File: src/rtl/vga_timing_if.sv
// Raster output bundle of vga_timing together with its pattern-select inputs.
// The generator drives the video side through 'master'; a consumer uses 'slave'.
interface vga_timing_if #(
  parameter int COLOR_W = 3,
  parameter int X_W     = 10,
  parameter int Y_W     = 10
);
  logic [1:0]           mode;
  logic [3*COLOR_W-1:0] solid_rgb;
  logic [COLOR_W-1:0]   red;
  logic [COLOR_W-1:0]   green;
  logic [COLOR_W-1:0]   blue;
  logic                 hsync;
  logic                 vsync;
  logic                 blank;
  logic [X_W-1:0]       x;
  logic [Y_W-1:0]       y;
  logic                 frame_start;

  modport master (
    input  mode, solid_rgb,
    output red, green, blue, hsync, vsync, blank, x, y, frame_start
  );

  modport slave (
    output mode, solid_rgb,
    input  red, green, blue, hsync, vsync, blank, x, y, frame_start
  );
endinterface

File: src/rtl/vga_timing.sv
// Raster timing and test-pattern generator; every output is registered and shows
// the pixel the (hc, vc) counters held one clock earlier.
module vga_timing #(
  parameter int H_VIS      = 640,
  parameter int H_FP       = 16,
  parameter int H_SYNC     = 96,
  parameter int H_BP       = 48,
  parameter int V_VIS      = 480,
  parameter int V_FP       = 10,
  parameter int V_SYNC     = 2,
  parameter int V_BP       = 33,
  parameter int HS_POL     = 0,
  parameter int VS_POL     = 0,
  parameter int COLOR_W    = 3,
  parameter int CHECK_LOG2 = 5
) (
  input  logic         clk,
  input  logic         reset,
  vga_timing_if.master vid
);
  localparam int H_TOT = H_VIS + H_FP + H_SYNC + H_BP;
  localparam int V_TOT = V_VIS + V_FP + V_SYNC + V_BP;
  localparam int X_W   = $clog2(H_TOT);
  localparam int Y_W   = $clog2(V_TOT);
  // Counters are widened so the gradient and checker bit selects always exist.
  localparam int PAT_W = (CHECK_LOG2 + 1 > 10) ? CHECK_LOG2 + 1 : 10;
  localparam int HC_W  = (X_W > PAT_W) ? X_W : PAT_W;
  localparam int VC_W  = (Y_W > PAT_W) ? Y_W : PAT_W;
  localparam int BAR_W = H_VIS / 8;
  localparam int BP_W  = (BAR_W > 1) ? $clog2(BAR_W) : 1;
  localparam int RGB_W = 3 * COLOR_W;

  localparam logic [HC_W-1:0]    H_LAST   = HC_W'(H_TOT - 1);
  localparam logic [VC_W-1:0]    V_LAST   = VC_W'(V_TOT - 1);
  localparam logic [HC_W-1:0]    H_VIS_C  = HC_W'(H_VIS);
  localparam logic [VC_W-1:0]    V_VIS_C  = VC_W'(V_VIS);
  localparam logic [HC_W-1:0]    HS_BEG   = HC_W'(H_VIS + H_FP);
  localparam logic [HC_W-1:0]    HS_END   = HC_W'(H_VIS + H_FP + H_SYNC - 1);
  localparam logic [VC_W-1:0]    VS_BEG   = VC_W'(V_VIS + V_FP);
  localparam logic [VC_W-1:0]    VS_END   = VC_W'(V_VIS + V_FP + V_SYNC - 1);
  localparam logic [BP_W-1:0]    BAR_LAST = BP_W'(BAR_W - 1);
  localparam logic [COLOR_W-1:0] C_MAX    = '1;
  localparam logic               HS_ACT   = (HS_POL != 0);
  localparam logic               VS_ACT   = (VS_POL != 0);

  logic [HC_W-1:0]    hc_q, hc_d;
  logic [VC_W-1:0]    vc_q, vc_d;
  logic [BP_W-1:0]    bar_px_q, bar_px_d;
  logic [2:0]         bar_idx_q, bar_idx_d;
  logic [1:0]         mode_q;
  logic [RGB_W-1:0]   rgb_q;
  logic [COLOR_W-1:0] red_q, green_q, blue_q;
  logic               hsync_q, vsync_q, blank_q, fs_q;
  logic [X_W-1:0]     x_q;
  logic [Y_W-1:0]     y_q;

  logic               at_origin_s, blank_s, hs_act_s, vs_act_s, chk_s;
  logic [1:0]         mode_eff_s;
  logic [RGB_W-1:0]   rgb_eff_s;
  logic [COLOR_W-1:0] r_s, g_s, b_s;

  // The pattern at (0,0) already uses the inputs being latched on that edge.
  assign at_origin_s = (hc_q == '0) && (vc_q == '0);
  assign mode_eff_s  = at_origin_s ? vid.mode : mode_q;
  assign rgb_eff_s   = at_origin_s ? vid.solid_rgb : rgb_q;
  assign blank_s     = (hc_q >= H_VIS_C) || (vc_q >= V_VIS_C);
  assign hs_act_s    = (hc_q >= HS_BEG) && (hc_q <= HS_END);
  assign vs_act_s    = (vc_q >= VS_BEG) && (vc_q <= VS_END);
  assign chk_s       = hc_q[CHECK_LOG2] ^ vc_q[CHECK_LOG2];

  // Raster counters plus the divider-free bar counter that tracks hc / BAR_W.
  always_comb begin
    hc_d      = hc_q + HC_W'(1);
    vc_d      = vc_q;
    bar_px_d  = bar_px_q + BP_W'(1);
    bar_idx_d = bar_idx_q;
    if (hc_q == H_LAST) begin
      hc_d      = '0;
      bar_px_d  = '0;
      bar_idx_d = 3'd0;
      vc_d      = (vc_q == V_LAST) ? '0 : vc_q + VC_W'(1);
    end else if (bar_px_q == BAR_LAST) begin
      bar_px_d  = '0;
      bar_idx_d = bar_idx_q + 3'd1;
    end else begin
      bar_idx_d = bar_idx_q;
    end
  end

  // Pattern colour for the current counter position, before blanking.
  always_comb begin
    r_s = '0;
    g_s = '0;
    b_s = '0;
    case (mode_eff_s)
      2'd0: {r_s, g_s, b_s} = rgb_eff_s;
      2'd1: begin
        r_s = bar_idx_q[2] ? C_MAX : '0;
        g_s = bar_idx_q[1] ? C_MAX : '0;
        b_s = bar_idx_q[0] ? C_MAX : '0;
      end
      2'd2: begin
        r_s = chk_s ? C_MAX : '0;
        g_s = chk_s ? C_MAX : '0;
        b_s = chk_s ? C_MAX : '0;
      end
      2'd3: begin
        r_s = hc_q[9 -: COLOR_W];
        g_s = vc_q[9 -: COLOR_W];
        b_s = '0;
      end
      default: begin
        r_s = '0;
        g_s = '0;
        b_s = '0;
      end
    endcase
  end

  // State, shadow registers and registered outputs.
  always_ff @(posedge clk) begin
    if (reset) begin
      hc_q      <= '0;
      vc_q      <= '0;
      bar_px_q  <= '0;
      bar_idx_q <= 3'd0;
      mode_q    <= 2'd0;
      rgb_q     <= '0;
      red_q     <= '0;
      green_q   <= '0;
      blue_q    <= '0;
      hsync_q   <= ~HS_ACT;
      vsync_q   <= ~VS_ACT;
      blank_q   <= 1'b1;
      fs_q      <= 1'b0;
      x_q       <= '0;
      y_q       <= '0;
    end else begin
      hc_q      <= hc_d;
      vc_q      <= vc_d;
      bar_px_q  <= bar_px_d;
      bar_idx_q <= bar_idx_d;
      mode_q    <= mode_eff_s;
      rgb_q     <= rgb_eff_s;
      red_q     <= blank_s ? '0 : r_s;
      green_q   <= blank_s ? '0 : g_s;
      blue_q    <= blank_s ? '0 : b_s;
      hsync_q   <= hs_act_s ? HS_ACT : ~HS_ACT;
      vsync_q   <= vs_act_s ? VS_ACT : ~VS_ACT;
      blank_q   <= blank_s;
      fs_q      <= at_origin_s;
      x_q       <= hc_q[X_W-1:0];
      y_q       <= vc_q[Y_W-1:0];
    end
  end

  assign vid.red         = red_q;
  assign vid.green       = green_q;
  assign vid.blue        = blue_q;
  assign vid.hsync       = hsync_q;
  assign vid.vsync       = vsync_q;
  assign vid.blank       = blank_q;
  assign vid.x           = x_q;
  assign vid.y           = y_q;
  assign vid.frame_start = fs_q;
endmodule

File: src/flat_wrapper.sv
// flat-port wrapper written by rule: the top's interface ports become plain ports
module vga_timing_flat 
#(
  parameter int H_VIS      = 640,
  parameter int H_FP       = 16,
  parameter int H_SYNC     = 96,
  parameter int H_BP       = 48,
  parameter int V_VIS      = 480,
  parameter int V_FP       = 10,
  parameter int V_SYNC     = 2,
  parameter int V_BP       = 33,
  parameter int HS_POL     = 0,
  parameter int VS_POL     = 0,
  parameter int COLOR_W    = 3,
  parameter int CHECK_LOG2 = 5
)
  (clk, reset, vid_mode, vid_solid_rgb, vid_red, vid_green, vid_blue, vid_hsync, vid_vsync, vid_blank, vid_x, vid_y, vid_frame_start);
  vga_timing_if #(.COLOR_W(COLOR_W)) vid_i ();
  input  logic clk;
  input  logic reset;
  input wire logic [$bits(vid_i.mode)-1:0] vid_mode;
  input wire logic [$bits(vid_i.solid_rgb)-1:0] vid_solid_rgb;
  output wire logic [$bits(vid_i.red)-1:0] vid_red;
  output wire logic [$bits(vid_i.green)-1:0] vid_green;
  output wire logic [$bits(vid_i.blue)-1:0] vid_blue;
  output wire logic [$bits(vid_i.hsync)-1:0] vid_hsync;
  output wire logic [$bits(vid_i.vsync)-1:0] vid_vsync;
  output wire logic [$bits(vid_i.blank)-1:0] vid_blank;
  output wire logic [$bits(vid_i.x)-1:0] vid_x;
  output wire logic [$bits(vid_i.y)-1:0] vid_y;
  output wire logic [$bits(vid_i.frame_start)-1:0] vid_frame_start;
  assign vid_i.mode = vid_mode;
  assign vid_i.solid_rgb = vid_solid_rgb;
  assign vid_red = vid_i.red;
  assign vid_green = vid_i.green;
  assign vid_blue = vid_i.blue;
  assign vid_hsync = vid_i.hsync;
  assign vid_vsync = vid_i.vsync;
  assign vid_blank = vid_i.blank;
  assign vid_x = vid_i.x;
  assign vid_y = vid_i.y;
  assign vid_frame_start = vid_i.frame_start;
  vga_timing #(.H_VIS(H_VIS), .H_FP(H_FP), .H_SYNC(H_SYNC), .H_BP(H_BP), .V_VIS(V_VIS), .V_FP(V_FP), .V_SYNC(V_SYNC), .V_BP(V_BP), .HS_POL(HS_POL), .VS_POL(VS_POL), .COLOR_W(COLOR_W), .CHECK_LOG2(CHECK_LOG2)) u_core (.clk(clk), .reset(reset), .vid(vid_i));
endmodule
File: config.mk
export PLATFORM = sky130hd
export DESIGN_NAME = vga_timing_flat
export DESIGN_NICKNAME = d
export VERILOG_FILES = /design/src/rtl/vga_timing_if.sv /design/src/rtl/vga_timing.sv /design/src/flat_wrapper.sv
export SDC_FILE = /design/constraint.sdc
export NUM_CORES = 1
export LEC_CHECK = 0
export CELL_PAD_IN_SITES_DETAIL_PLACEMENT = 1
export CELL_PAD_IN_SITES_GLOBAL_PLACEMENT = 1
export CORE_ASPECT_RATIO = 0.7
export CORE_MARGIN = 4
export CORE_UTILIZATION = 25
export CTS_BUF_LIST = sky130_fd_sc_hd__clkbuf_4 sky130_fd_sc_hd__clkbuf_8
export CTS_CLUSTER_SIZE = 40
export DETAILED_ROUTE_END_ITERATION = 7
export PLACE_DENSITY = 0.53
export RECOVER_POWER = 100
export REMOVE_ABC_BUFFERS = 1
export SYNTH_ARGS = -nofsm -noshare
export SYNTH_HDL_FRONTEND = slang
export SYNTH_SLANG_ARGS = --single-unit
File: constraint.sdc
create_clock -name clk -period 1.7 [get_ports clk]
set_input_delay 0.17 -clock clk [delete_from_list [all_inputs] [get_ports clk]]
set_output_delay 0.17 -clock clk [all_outputs]
set_load 0.02 [all_outputs]
-- Yosys cells after proc, flatten, opt, wreduce, memory -nomap -nowiden
Index checks and enable logic that the tools add are counted.
- register bits after elaboration: 74
- bits of input ports: 13
- output and inout bits: 33
- word-level logic and storage cells: 54
- add/subtract/negate cells: 4
- magnitude comparators: 6
- eq/ne operators: 6
- mux-type cells: 12
- bitwise logic cells: 1
- reduce and logical (&&, ||, !) cells: 10
- operators with widths (cell ; count):
    3-bit case mux with 4 select lines ; 3
    10-bit by 1-bit adder with 10-bit output (second input constant) ; 2
    10-bit equality test (second input constant) ; 2
    10-bit greater-or-equal comparator (second input constant) ; 2
    10-bit by 9-bit greater-or-equal comparator with 1-bit output (second input constant) ; 2
    10-bit logical NOT ; 2
    3-bit two-way mux ; 4
    10-bit <= comparator (second input constant) ; 1
    10-bit by 9-bit <= comparator with 1-bit output (second input constant) ; 1
    10-bit two-way mux ; 1
    9-bit two-way mux ; 1
    7-bit by 1-bit adder with 7-bit output (second input constant) ; 1
    7-bit equality test (second input constant) ; 1
    2-bit equality test (second input constant) ; 2
    2-bit OR reduction ; 2
    3-bit by 1-bit adder with 3-bit output (second input constant) ; 1
    1-bit logical AND ; 3
    3-bit OR reduction ; 1
    2-bit by 1-bit equality test with 1-bit output (second input constant) ; 1
    2-bit logical NOT ; 1
    1-bit two-way mux ; 2
    2-bit two-way mux ; 1
    1-bit logical OR ; 1
    1-bit XOR ; 1

-- Longest topological paths before layout
Gate-level depths: netlist of run 1.
- word-level depth: 5
- depth in mapped cells: 10
- depth with buffers taken out: 7

-- Worst setup path before layout of run 1
OpenSTA, ideal clock, no wires.
- path kind: reg-to-reg
- from: register u_core.vc_q[1]
- to: register u_core.green_q[0] (netlist: u_core.vid.green[0])
- arrival time: 1.761 ns
- required time: 1.623 ns
- setup slack: -0.138 ns
- cell stages (with the launch flop): 10
- buffers on the path: 2
- period minus slack after synthesis: 1.838 ns
- cell sequence: dfxtp_1 inv_1 ha_1 nor2b_2 and3_4 buf_6 and2_4 buf_6 or3_1 a31oi_1
- longest elaborated chain between the ends: 5
- ends and longest elaborated chain (item ; RTL line ; source):
    start: declaration ; vga_timing.sv:47 ; logic [VC_W-1:0] vc_q, vc_d;
    start signal: assignment ; vga_timing.sv:140 ; vc_q <= vc_d;
    10-bit logical NOT ; vga_timing.sv:63 ; assign at_origin_s = (hc_q == '0) && (vc_q == '0);
    1-bit logical AND ; vga_timing.sv:63 ;
    2-bit two-way mux ; vga_timing.sv:64 ; assign mode_eff_s = at_origin_s ? vid.mode : mode_q;
    2-bit equality test (tied with other cells) ; vga_timing.sv:95 ; case (mode_eff_s)
    3-bit case mux with 4 select lines ; vga_timing.sv:95 ;
    end signal: assignment ; vga_timing.sv:146 ; green_q <= blank_s ? '0 : g_s;
    end: declaration ; vga_timing.sv:52 ; logic [COLOR_W-1:0] red_q, green_q, blue_q;
Parallel ways exist; a longest one is shown, timed or not.
A chain may end at the register's enable or synchronous reset.

-- Worst setup path after layout of run 1
- from: register u_core.hc_q[1]
- to: register u_core.red_q[1] (netlist: u_core.vid.red[1])
- longest elaborated chain between the ends: 5
- ends and longest elaborated chain (item ; RTL line ; source):
    start: declaration ; vga_timing.sv:46 ; logic [HC_W-1:0] hc_q, hc_d;
    start signal: assignment ; vga_timing.sv:123 ; hc_q <= '0;
    start signal: assignment ; vga_timing.sv:139 ; hc_q <= hc_d;
    10-bit logical NOT ; vga_timing.sv:63 ;
    1-bit logical AND ; vga_timing.sv:63 ;
    2-bit two-way mux ; vga_timing.sv:64 ;
    2-bit equality test (tied with other cells) ; vga_timing.sv:95 ;
    3-bit case mux with 4 select lines ; vga_timing.sv:95 ;
    end signal: assignment ; vga_timing.sv:145 ; red_q <= blank_s ? '0 : r_s;
    end: declaration ; vga_timing.sv:52 ;
Parallel ways exist; a longest one is shown, timed or not.

==> results of run 1 <==
==> timing repair <==
action,in CTS,in global routing
buffers inserted,4,2
gates cloned,0,1
gates resized for setup,19,22
hold buffers,0,0
setup endpoints to repair,17,30
pin swaps,7,11
==> state kept, by name, indices dropped and copies added (netlist names) <==
| register | cells |
|---|---|
| u_core.vid.red | 3 |
| u_core.vid.y | 10 |
| u_core.vid.blank | 1 |
| u_core.vid.frame_start | 1 |
| u_core.vid.hsync | 1 |
| u_core.vid.vsync | 1 |
| u_core.bar_px_q | 7 |
| u_core.vid.blue | 3 |
| u_core.vid.green | 3 |
| u_core.mode_q | 2 |
| u_core.bar_idx_q | 3 |
| u_core.hc_q | 10 |
| u_core.vid.x | 10 |
| u_core.vc_q | 10 |
| u_core.rgb_q | 9 |
==> worst max-delay path by stage <==
stage / start / endpoint / slack (ns)
after floorplan: u_core.vc_q[1]$_SDFFE_PP0P_ / u_core.vid.green[0]$_SDFF_PP0_ / 0.01
after global placement: u_core.vc_q[0]$_SDFFE_PP0P_ / u_core.vid.blue[1]$_SDFF_PP0_ / -0.13
after detailed placement: u_core.vc_q[0]$_SDFFE_PP0P_ / u_core.vid.blue[1]$_SDFF_PP0_ / -0.09
after CTS: u_core.hc_q[1]$_SDFF_PP0_ / u_core.vc_q[6]$_SDFFE_PP0P_ / 0.002
after global routing: u_core.vc_q[2]$_SDFFE_PP0P_ / u_core.vid.green[2]$_SDFF_PP0_ / -0.07
final: u_core.hc_q[1]$_SDFF_PP0_ / u_core.vid.red[1]$_SDFF_PP0_ / -0.02
==> layout make-up <==
| class | instances | share of cell area |
|---|---|---|
| flip-flops and latches | 74 | 0.343 |
| multi-input cells | 243 | 0.369 |
| clock buffers | 13 | 0.0368 |
| inverters | 8 | 0.00690 |
| clock inverters | 3 | 0.00345 |
| well taps | 157 | 0.0451 |
| repair buffers | 95 | 0.196 |
==> where the power goes <==
| group | internal, mW | switching [mW] |
|---|---|---|
| Combinational | 0.224 | 0.233 |
| Sequential | 1.79 | 0.0344 |
| Clock | 0.612 | 0.636 |
==> Yosys cell counts <==
| library cell | instances |
|---|---|
| a22oi_1 | 1 |
| nor4_4 | 1 |
| buf_2 | 9 |
| nand4_1 | 9 |
| nand2b_1 | 3 |
| buf_6 | 5 |
| nand3_1 | 19 |
| and2_4 | 1 |
| nor4_1 | 2 |
| xor2_1 | 14 |
| nor2b_1 | 16 |
| a211oi_1 | 1 |
| and3_4 | 1 |
| and3_1 | 8 |
| a21oi_1 | 17 |
| a311oi_1 | 1 |
| a31oi_1 | 10 |
| nor2_1 | 49 |
| and4_4 | 1 |
| mux2i_1 | 14 |
| nor3_1 | 4 |
| buf_1 | 1 |
| nand4b_1 | 1 |
| nand2_1 | 31 |
| nor4b_1 | 2 |
| nand2_2 | 1 |
| xnor2_1 | 9 |
| or3_1 | 8 |
| and4_1 | 2 |
| inv_1 | 8 |
| dfxtp_1 | 74 |
| a31o_2 | 1 |
| ha_1 | 7 |
| clkbuf_1 | 11 |
| nor2b_2 | 1 |
| nand3b_1 | 1 |
| and2_1 | 1 |
| nor3b_1 | 1 |
| o21ai_0 | 4 |
==> layer usage <==
layer / routed length (µm) / share of wire / GRT usage
met1: 4320 / 0.50 / 0.171
met2: 3790 / 0.44 / 0.196
met3: 380 / 0.044 / 0.0401
met4: 99 / 0.012 / 0.0354
met5: 0 / 0 / 0
==> tightest hold or removal path: stages <==
cell	delay [ns]
clkdlybuf4s50_1	0.42
nand2_1	0.07
a21oi_1	0.05
==> stage by stage <==
step | hold slack, ns | worst slack (ns) | power, mW | instances | TNS (ns)
2_1_floorplan | 0.237 | 0.0134 | 2.04 | 324 | 0
3_3_place_gp | 0.433 | -0.127 | 2.28 | 573 | -0.375
3_5_place_dp | 0.444 | -0.0908 | 2.28 | 573 | -0.718
4_1_cts | 0.391 | 0.00168 | 3.58 | 592 | 0
5_1_grt | 0.420 | -0.0729 | 3.71 | 593 | -0.572
6_report | 0.409 | -0.0206 | 3.53 | 593 | -0.0206
==> logic make-up after synthesis <==
family / count (synthesis) / synth area share
simple gates: 163 / 0.268
flops: 74 / 0.474
compound gates: 35 / 0.0641
buf+inv: 34 / 0.0565
xor+xnor: 23 / 0.0645
mux: 14 / 0.0449
fa+ha+maj: 7 / 0.0280
==> cells in the final DEF (no fill, tap or decap), types with 3 or more instances in the layout <==
cell | netlist | layout
dfxtp_1 | 74 | 66
nor2_1 | 49 | 49
buf_4 | 0 | 44
dlygate4sd3_1 | 0 | 33
nand2_1 | 31 | 30
nand3_1 | 19 | 18
a21oi_1 | 17 | 17
nor2b_1 | 16 | 16
mux2i_1 | 14 | 14
xor2_1 | 14 | 14
clkdlybuf4s50_1 | 0 | 12
clkbuf_8 | 0 | 10
xnor2_1 | 9 | 9
nand4_1 | 9 | 9
and3_1 | 8 | 8
a31oi_1 | 10 | 8
dfxtp_2 | 0 | 8
or3_1 | 8 | 5
inv_2 | 0 | 4
o21ai_0 | 4 | 4
inv_1 | 8 | 4
ha_1 | 7 | 4
and4_4 | 1 | 3
or3_4 | 0 | 3
nand2b_1 | 3 | 3
clkbuf_4 | 0 | 3
clkinv_2 | 0 | 3
==> results.json, run 1 <==
{
  "cp_max_fo": 5,
  "synth-seq-area-share": 0.474,
  "cts_root_buf": "clkbuf_8",
  "max_stage_delay_ns": 0.35,
  "fin_nets": 451,
  "worstSkewPairLatency_ns": 0.35,
  "slew_headroom": 0.516,
  "num_vias": 2646,
  "reg2reg_depth": 7,
  "worstMarginPinSlew_ns": 0.726,
  "h-tree-depth": 3,
  "place_congestion": 0.763,
  "path_buf_inv": 1,
  "clkSinkCount": 74,
  "fp.coreArea_um2": 12000,
  "crit_family": "simple AND/OR/NAND/NOR gates",
  "path_depth": 7,
  "multi_input_area_um2": 1610,
  "totalWireLength_mm": 8.59,
  "die_x_um": 142,
  "synth.top_cell.area_share": 0.474,
  "regArea_um2": 1490,
  "utilization": 0.363,
  "r2r_end": "u_core.vid.red[1]$_SDFF_PP0_",
  "io_pins": 46,
  "cts_tree": "built",
  "die_area_um2": 14400,
  "remaining_drc_errors": 0,
  "stdcell_area_um2": 4350,
  "timing.final.ws_setup_ns": -0.0206,
  "n_antenna_cell": 0,
  "nFillCells": 1414,
  "drive_gt1_frac": 0.234,
  "antenna_found_initial": 0,
  "setup_viol": 1,
  "min_to": "u_core.rgb_q[7]$_SDFF_PP0_",
  "min-delay-start": "vid_solid_rgb[7]",
  "yosysUniqueCellTypes": 39,
  "grtUsageTotal": 0.126,
  "timing.fmax_mhz": 581,
  "skew_ns": 0.00784,
  "yosys_register_bits": 74,
  "first_iter_violations": 142,
  "placed_cell_area_um2": 4010,
  "avgSynthCellArea_um2": 8.92,
  "viasPerCell": 4.46,
  "core.rowCount": 33,
  "crit_slowest_cell": "dfxtp_2",
  "synth_area_leader_cell": "dfxtp_1",
  "final_hold_viol_count": 0,
  "numPortBuffers": 45,
  "hold_path_depth": 3,
  "synthCells": 350,
  "cp_cell_sequence": "inv_2 -> ha_4 -> nor2b_1 -> and4_4 -> and2_2 -> or3_1 -> a31oi_1",
  "cp.arrival_ns": 2.00,
  "routedWlPerCell_um": 14.5,
  "ir_drop_uv": 326,
  "synthesis.area_um2": 3120,
  "ys_warn_count": 0,
  "p_leak_nw": 1.80,
  "grt_pass1_vias": 2800,
  "ys_top_cells_by_area": "dfxtp_1 (47%), nor2_1 (5.9%), mux2i_1 (4.5%)",
  "ant_nets": 0,
  "overflow": 0,
  "status": "finished with violations",
  "place_hpwl_mm": 6.41,
  "power.density_nw_per_um2": 811,
  "area_growth_pct": 39.3,
  "report.final.slew_viol_count": 0,
  "worst-setup-path-type": "reg2reg",
  "critPathRequiredTime_ns": 1.98,
  "cts_made_buffers": 9,
  "layout_worst_path_cycle_share": 1.01,
  "r2r-start": "u_core.hc_q[1]$_SDFF_PP0_",
  "cp-end-kind": "flop",
  "grt_pass1_wl_mm": 14.3,
  "dr.pass1.iters": 4,
  "die_y_um": 102,
  "violations": "negative setup slack",
  "clock_path_buffers": 2,
  "cp-start-kind": "flop",
  "grt_max_degree": 16,
  "r2r_slack_ns": -0.02,
  "cap_violations": 0,
  "clk_pin_slew_ns": 0.07,
  "hold_class": "in2reg",
  "rsz0062_at_grt": "yes",
  "start_util": 0.261,
  "finalCriticalPeriod_ns": 1.72
}
No activity file was read; power rests on OpenSTA's default activity.
==> inputs of run 2 (changes only) <==
- CORE_MARGIN: 4 -> 8
==> run 2 against run 1 <==
Against the previous run:
- via count rose by 1.4%
- maximum frequency down 0.31%
- hold slack worse by 0.017 ns
- routed wire length rose by 3.8%
- critical endpoint is now u_core.vid.red[2]$_SDFF_PP0_
- clock skew is 0.00089 ns higher
- register-to-register slack barely moved
- die area rose by 14%
- power is 4.4% higher
- the flow still finishes with violations (negative setup slack)
==> results.json, run 2 (synthesis results as in run 1) <==
{
  "grt_max_degree": 24,
  "skew_ns": 0.00873,
  "report.final.slew_viol_count": 0,
  "h-tree-depth": 3,
  "slew_headroom": 0.684,
  "finalCriticalPeriod_ns": 1.73,
  "core.rowCount": 34,
  "hold_path_depth": 3,
  "critPathRequiredTime_ns": 1.98,
  "grtUsageTotal": 0.114,
  "die_x_um": 150,
  "p_int_mw": 2.76,
  "timing.fmax_mhz": 579,
  "cp-end-kind": "flop",
  "fin_nets": 449,
  "place_inst": 577,
  "grt_pass1_wl_mm": 14.6,
  "rsz0062_at_grt": "yes",
  "cts_made_buffers": 9,
  "totalWireLength_mm": 8.92,
  "cp_max_fo": 5,
  "r2r_slack_ns": -0.03,
  "dr.pass1.iters": 4,
  "p_sw_mw": 0.925,
  "reg2reg_depth": 7,
  "worstSkewPairLatency_ns": 0.36,
  "p_comb_frac": 0.116,
  "cp.arrival_ns": 2.01,
  "die_y_um": 110,
  "min_to": "u_core.rgb_q[5]$_SDFF_PP0_",
  "setup_viol": 10,
  "final_hold_viol_count": 0,
  "clkSinkCount": 74,
  "fp.coreArea_um2": 12300,
  "layout_worst_path_cycle_share": 1.02,
  "drive_gt1_frac": 0.214,
  "violations": "negative setup slack",
  "grt_pass1_vias": 2857,
  "worst-setup-path-type": "reg2reg",
  "min-delay-start": "vid_solid_rgb[5]",
  "remaining_drc_errors": 0,
  "pwr-share-seq": 0.494,
  "placed_cell_area_um2": 4000,
  "cts_root_buf": "clkbuf_8",
  "ir_drop_uv": 395,
  "cts_tree": "built",
  "numPortBuffers": 45,
  "io_pins": 46,
  "viasPerCell": 4.50,
  "sw_frac_of_total": 0.251,
  "cap_violations": 0,
  "power.density_nw_per_um2": 852,
  "layout.cells.most_common_list": "dfxtp_1 (68), nor2_1 (47), buf_4 (37)",
  "area_growth_pct": 38.4,
  "status": "finished with violations",
  "overflow": 0,
  "worstMarginPinSlew_ns": 0.472,
  "antenna_found_initial": 0,
  "clock_path_buffers": 2,
  "timing.final.ws_setup_ns": -0.0260,
  "hold_class": "in2reg",
  "clockPowerShare": 0.390,
  "final_common_cell": "dfxtp_1",
  "n_antenna_cell": 0,
  "instances_no_fill": 596,
  "ant_nets": 0,
  "stdcell_area_um2": 4320,
  "start_util": 0.254,
  "nFillCells": 1432,
  "p_leak_nw": 1.78,
  "clk_pin_slew_ns": 0.08,
  "ctsHoldBuffers": 0,
  "place_hpwl_mm": 6.66,
  "r2r-start": "u_core.hc_q[0]$_SDFF_PP0_",
  "p_total_mw": 3.68,
  "first_iter_violations": 98,
  "place_congestion": 0.736,
  "num_vias": 2684,
  "routedWlPerCell_um": 15.0,
  "r2r_end": "u_core.vid.red[2]$_SDFF_PP0_",
  "die_area_um2": 16400,
  "cp-start-kind": "flop"
}
-- run 2: repair_timing --
action,4_1_cts,5_1_grt
endpoints found under the setup margin,18,31
hold endpoints to repair,0,0
gates resized for setup,17,17
buffers inserted,0,2
cloned,0,1
pin swaps,5,8
-- run 2: cell type report --
cell class | instances | area, µm² | area share
Timing Repair Buffer | 93 | 841 | 0.195
Clock buffer | 12 | 159 | 0.0368
Inverter | 8 | 30.0 | 0.00695
Clock inverter | 4 | 50.0 | 0.0116
Tap cell | 162 | 203 | 0.0469
Multi-Input combinational cell | 243 | 1550 | 0.359
Sequential cell | 74 | 1490 | 0.345
-- run 2: per-stage QoR --
stage / hold slack (ns) / utilization / worst slack, ns / setup TNS (ns)
after floorplan: 0.237 / - / 0.0134 / 0
after global placement: 0.438 / 0.325 / -0.0251 / -0.0797
after detailed placement: 0.438 / 0.325 / -0.0814 / -0.490
after CTS: 0.386 / 0.346 / -0.0452 / -0.140
after global routing: 0.418 / 0.352 / -0.149 / -2.32
final: 0.393 / 0.352 / -0.0260 / -0.0997
-- run 2: routing by layer --
metal / wire [µm] / up-vias / share of wire / global-route usage
li1: - / 1332 / - / -
met4: 93 / 0 / 0.010 / 0.0323
met1: 4360 / 1295 / 0.49 / 0.145
met2: 3990 / 48 / 0.45 / 0.178
met5: 0 / - / 0 / 0
met3: 470 / 9 / 0.053 / 0.0424
-- run 2: power groups by stage --
stage | logic (mW) | registers, mW | clock network, mW
after floorplan | 0.156 | 1.89 | 0
after global placement | 0.407 | 1.86 | 0
after detailed placement | 0.411 | 1.86 | 0
after CTS | 0.420 | 1.82 | 1.48
after global routing | 0.468 | 1.83 | 1.56
final | 0.427 | 1.82 | 1.44
-- run 2: worst max-delay path by stage --
stage | startpoint | endpoint | slack, ns | cells after the start
final | u_core.hc_q[0]$_SDFF_PP0_ | u_core.vid.red[2]$_SDFF_PP0_ | -0.03 | 7
after global routing | u_core.hc_q[7]$_SDFF_PP0_ | u_core.vid.blue[1]$_SDFF_PP0_ | -0.15 | 6
after CTS | u_core.vc_q[2]$_SDFFE_PP0P_ | u_core.vid.blue[1]$_SDFF_PP0_ | -0.05 | 6
after detailed placement | u_core.vc_q[0]$_SDFFE_PP0P_ | u_core.vid.blue[1]$_SDFF_PP0_ | -0.08 | 8
after global placement | u_core.hc_q[1]$_SDFF_PP0_ | u_core.vc_q[6]$_SDFFE_PP0P_ | -0.03 | 7
after floorplan | u_core.vc_q[1]$_SDFFE_PP0P_ | u_core.vid.green[0]$_SDFF_PP0_ | 0.01 | 7
-- run 2: critical path, cell delays in order (launching register included) --
cell     delay [ns]
dfxtp_2        0.34
inv_1          0.06
ha_2           0.18
nor2b_1        0.12
and4_4         0.19
and2_2         0.24
or3_1          0.36
a31oi_1        0.16
==> inputs of run 3 (changes only) <==
- CORE_ASPECT_RATIO: 0.7 -> unset
- PLACE_DENSITY: 0.53 -> 0.67
==> run 3 against run 2 <==
Against the previous run:
- the run still ends with negative setup slack left
- non-clock buffer count decreased by 1
- utilization fell by 0.64 points
- critical endpoint is now u_core.vid.red[0]$_SDFF_PP0_
- register-to-register slack is essentially flat
- hold slack gained 0.017 ns
- clock power fell by 3%
==> results.json, run 3 (synthesis results as in run 1) <==
{
  "first_iter_violations": 95,
  "setup_viol": 6,
  "cp-start-kind": "flop",
  "power.density_nw_per_um2": 850,
  "die_y_um": 128,
  "finalSetupTns_ns": -0.117,
  "numPortBuffers": 45,
  "layout.cells.most_common_list": "dfxtp_1 (70), nor2_1 (49), buf_4 (40)",
  "h-tree-depth": 3,
  "rsz0062_at_grt": "yes",
  "violations": "negative setup slack",
  "cts_made_buffers": 9,
  "ctsHoldBuffers": 0,
  "r2r_end": "u_core.vid.red[0]$_SDFF_PP0_",
  "stdcell_area_um2": 4280,
  "worstSkewPairLatency_ns": 0.36,
  "timing.hold.ws_ns": 0.410,
  "path_buf_inv": 1,
  "slew_headroom": 0.436,
  "report.final.slew_viol_count": 0,
  "core.rowCount": 41,
  "layout_worst_path_cycle_share": 1.02,
  "crit_family": "simple AND/OR/NAND/NOR gates",
  "max_stage_delay_ns": 0.39,
  "cp.arrival_ns": 2.00,
  "totalWireLength_mm": 8.73,
  "min-delay-start": "vid_solid_rgb[7]",
  "r2r_slack_ns": -0.04,
  "critPathRequiredTime_ns": 1.96,
  "final_common_cell": "dfxtp_1",
  "instances_no_fill": 605,
  "fin_nets": 448,
  "skew_ns": 0.00801,
  "final_hold_viol_count": 0,
  "grt_max_degree": 39,
  "routedWlPerCell_um": 14.4,
  "hold_class": "in2reg",
  "r2r-start": "u_core.hc_q[1]$_SDFF_PP0_",
  "grtUsageTotal": 0.110,
  "worstMarginPinSlew_ns": 0.847,
  "finalCriticalPeriod_ns": 1.74,
  "die_x_um": 128,
  "cap_violations": 0,
  "start_util": 0.252,
  "place_hpwl_mm": 6.23,
  "grt_pass1_vias": 2836,
  "n_antenna_cell": 0,
  "crit_slowest_cell": "dfxtp_1",
  "area_growth_pct": 37.2,
  "cp_max_fo": 5,
  "clock_path_buffers": 2,
  "cp_cell_sequence": "inv_2 -> ha_4 -> nor2b_4 -> and4_4 -> and2_4 -> or3_1 -> a31oi_1",
  "remaining_drc_errors": 0,
  "timing.final.ws_setup_ns": -0.0375,
  "nFillCells": 1463,
  "place_congestion": 0.790,
  "cts_root_buf": "clkbuf_8",
  "num_vias": 2656,
  "antenna_found_initial": 0,
  "fp.coreArea_um2": 12400,
  "io_pins": 46,
  "ant_nets": 0,
  "ir_drop_uv": 299,
  "cts_tree": "built",
  "grt_pass1_wl_mm": 14.0,
  "clkSinkCount": 74,
  "dr.pass1.iters": 4,
  "overflow": 0,
  "worst-setup-path-type": "reg2reg",
  "reg2reg_depth": 7,
  "hold_path_depth": 3,
  "placed_cell_area_um2": 3960,
  "timing.fmax_mhz": 576,
  "status": "finished with violations",
  "clk_pin_slew_ns": 0.08,
  "die_area_um2": 16300,
  "min_to": "u_core.rgb_q[7]$_SDFF_PP0_",
  "place_inst": 580,
  "viasPerCell": 4.39,
  "cp-end-kind": "flop",
  "p_leak_nw": 1.77,
  "drive_gt1_frac": 0.196
}
run 3: worst register-to-register path: stages (launching register included):
cell and delay (ns):
dfxtp_1 0.39, inv_2 0.08, ha_4 0.16, nor2b_4 0.11, and4_4 0.19, and2_4 0.17
or3_1 0.35, a31oi_1 0.18
run 3: layer usage:
| layer | up-vias | share of wire | track usage |
|---|---|---|---|
| met5 | - | 0 | 0 |
| met4 | 0 | 0.019 | 0.0531 |
| met3 | 11 | 0.042 | 0.0320 |
| met2 | 43 | 0.50 | 0.190 |
| met1 | 1275 | 0.44 | 0.122 |
| li1 | 1327 | - | - |
run 3: how the worst max path moves through the flow:
| stage | slack (ns) | endpoint | cells after the start | from |
|---|---|---|---|---|
| final | -0.04 | u_core.vid.red[0]$_SDFF_PP0_ | 7 | u_core.hc_q[1]$_SDFF_PP0_ |
| after global placement | -0.09 | u_core.vc_q[3]$_SDFFE_PP0P_ | 5 | u_core.hc_q[0]$_SDFF_PP0_ |
| after floorplan | 0.01 | u_core.vid.green[0]$_SDFF_PP0_ | 7 | u_core.vc_q[1]$_SDFFE_PP0P_ |
| after CTS | 0.003 | u_core.vid.green[2]$_SDFF_PP0_ | 8 | u_core.vc_q[0]$_SDFFE_PP0P_ |
| after global routing | -0.13 | u_core.vid.blue[2]$_SDFF_PP0_ | 6 | u_core.hc_q[4]$_SDFF_PP0_ |
| after detailed placement | -0.12 | u_core.vc_q[8]$_SDFFE_PP0P_ | 5 | u_core.hc_q[1]$_SDFF_PP0_ |
run 3: what timing repair did:
action                     4_1_cts  5_1_grt
buffers inserted                 3        6
pin swaps                        5       18
hold endpoints to repair         0        0
resized for setup               11       15
setup endpoints to repair       25       34
gates cloned                     1        0
run 3: where the power goes:
part / switching, mW / internal (mW)
sequential: 0.0375 / 1.79
clock: 0.646 / 0.745
combinational: 0.221 / 0.203
total: 0.904 / 2.74
run 3: area by class of cell:
type | count | area [µm²] | area share
well taps | 172 | 215 | 0.0502
inverters | 8 | 30.0 | 0.00701
flip-flops and latches | 74 | 1490 | 0.348
multi-input cells | 243 | 1540 | 0.359
clock buffers | 15 | 200 | 0.0467
clock inverters | 1 | 5.00 | 0.00117
repair buffers | 92 | 807 | 0.188
run 3: through the flow:
stage           util  setup WS [ns]  total power, mW
2_1_floorplan      -         0.0134             2.04
3_3_place_gp   0.319        -0.0913             2.25
3_5_place_dp   0.319         -0.123             2.26
4_1_cts        0.340        0.00282             3.67
5_1_grt        0.345         -0.133             3.82
6_report       0.345        -0.0375             3.64
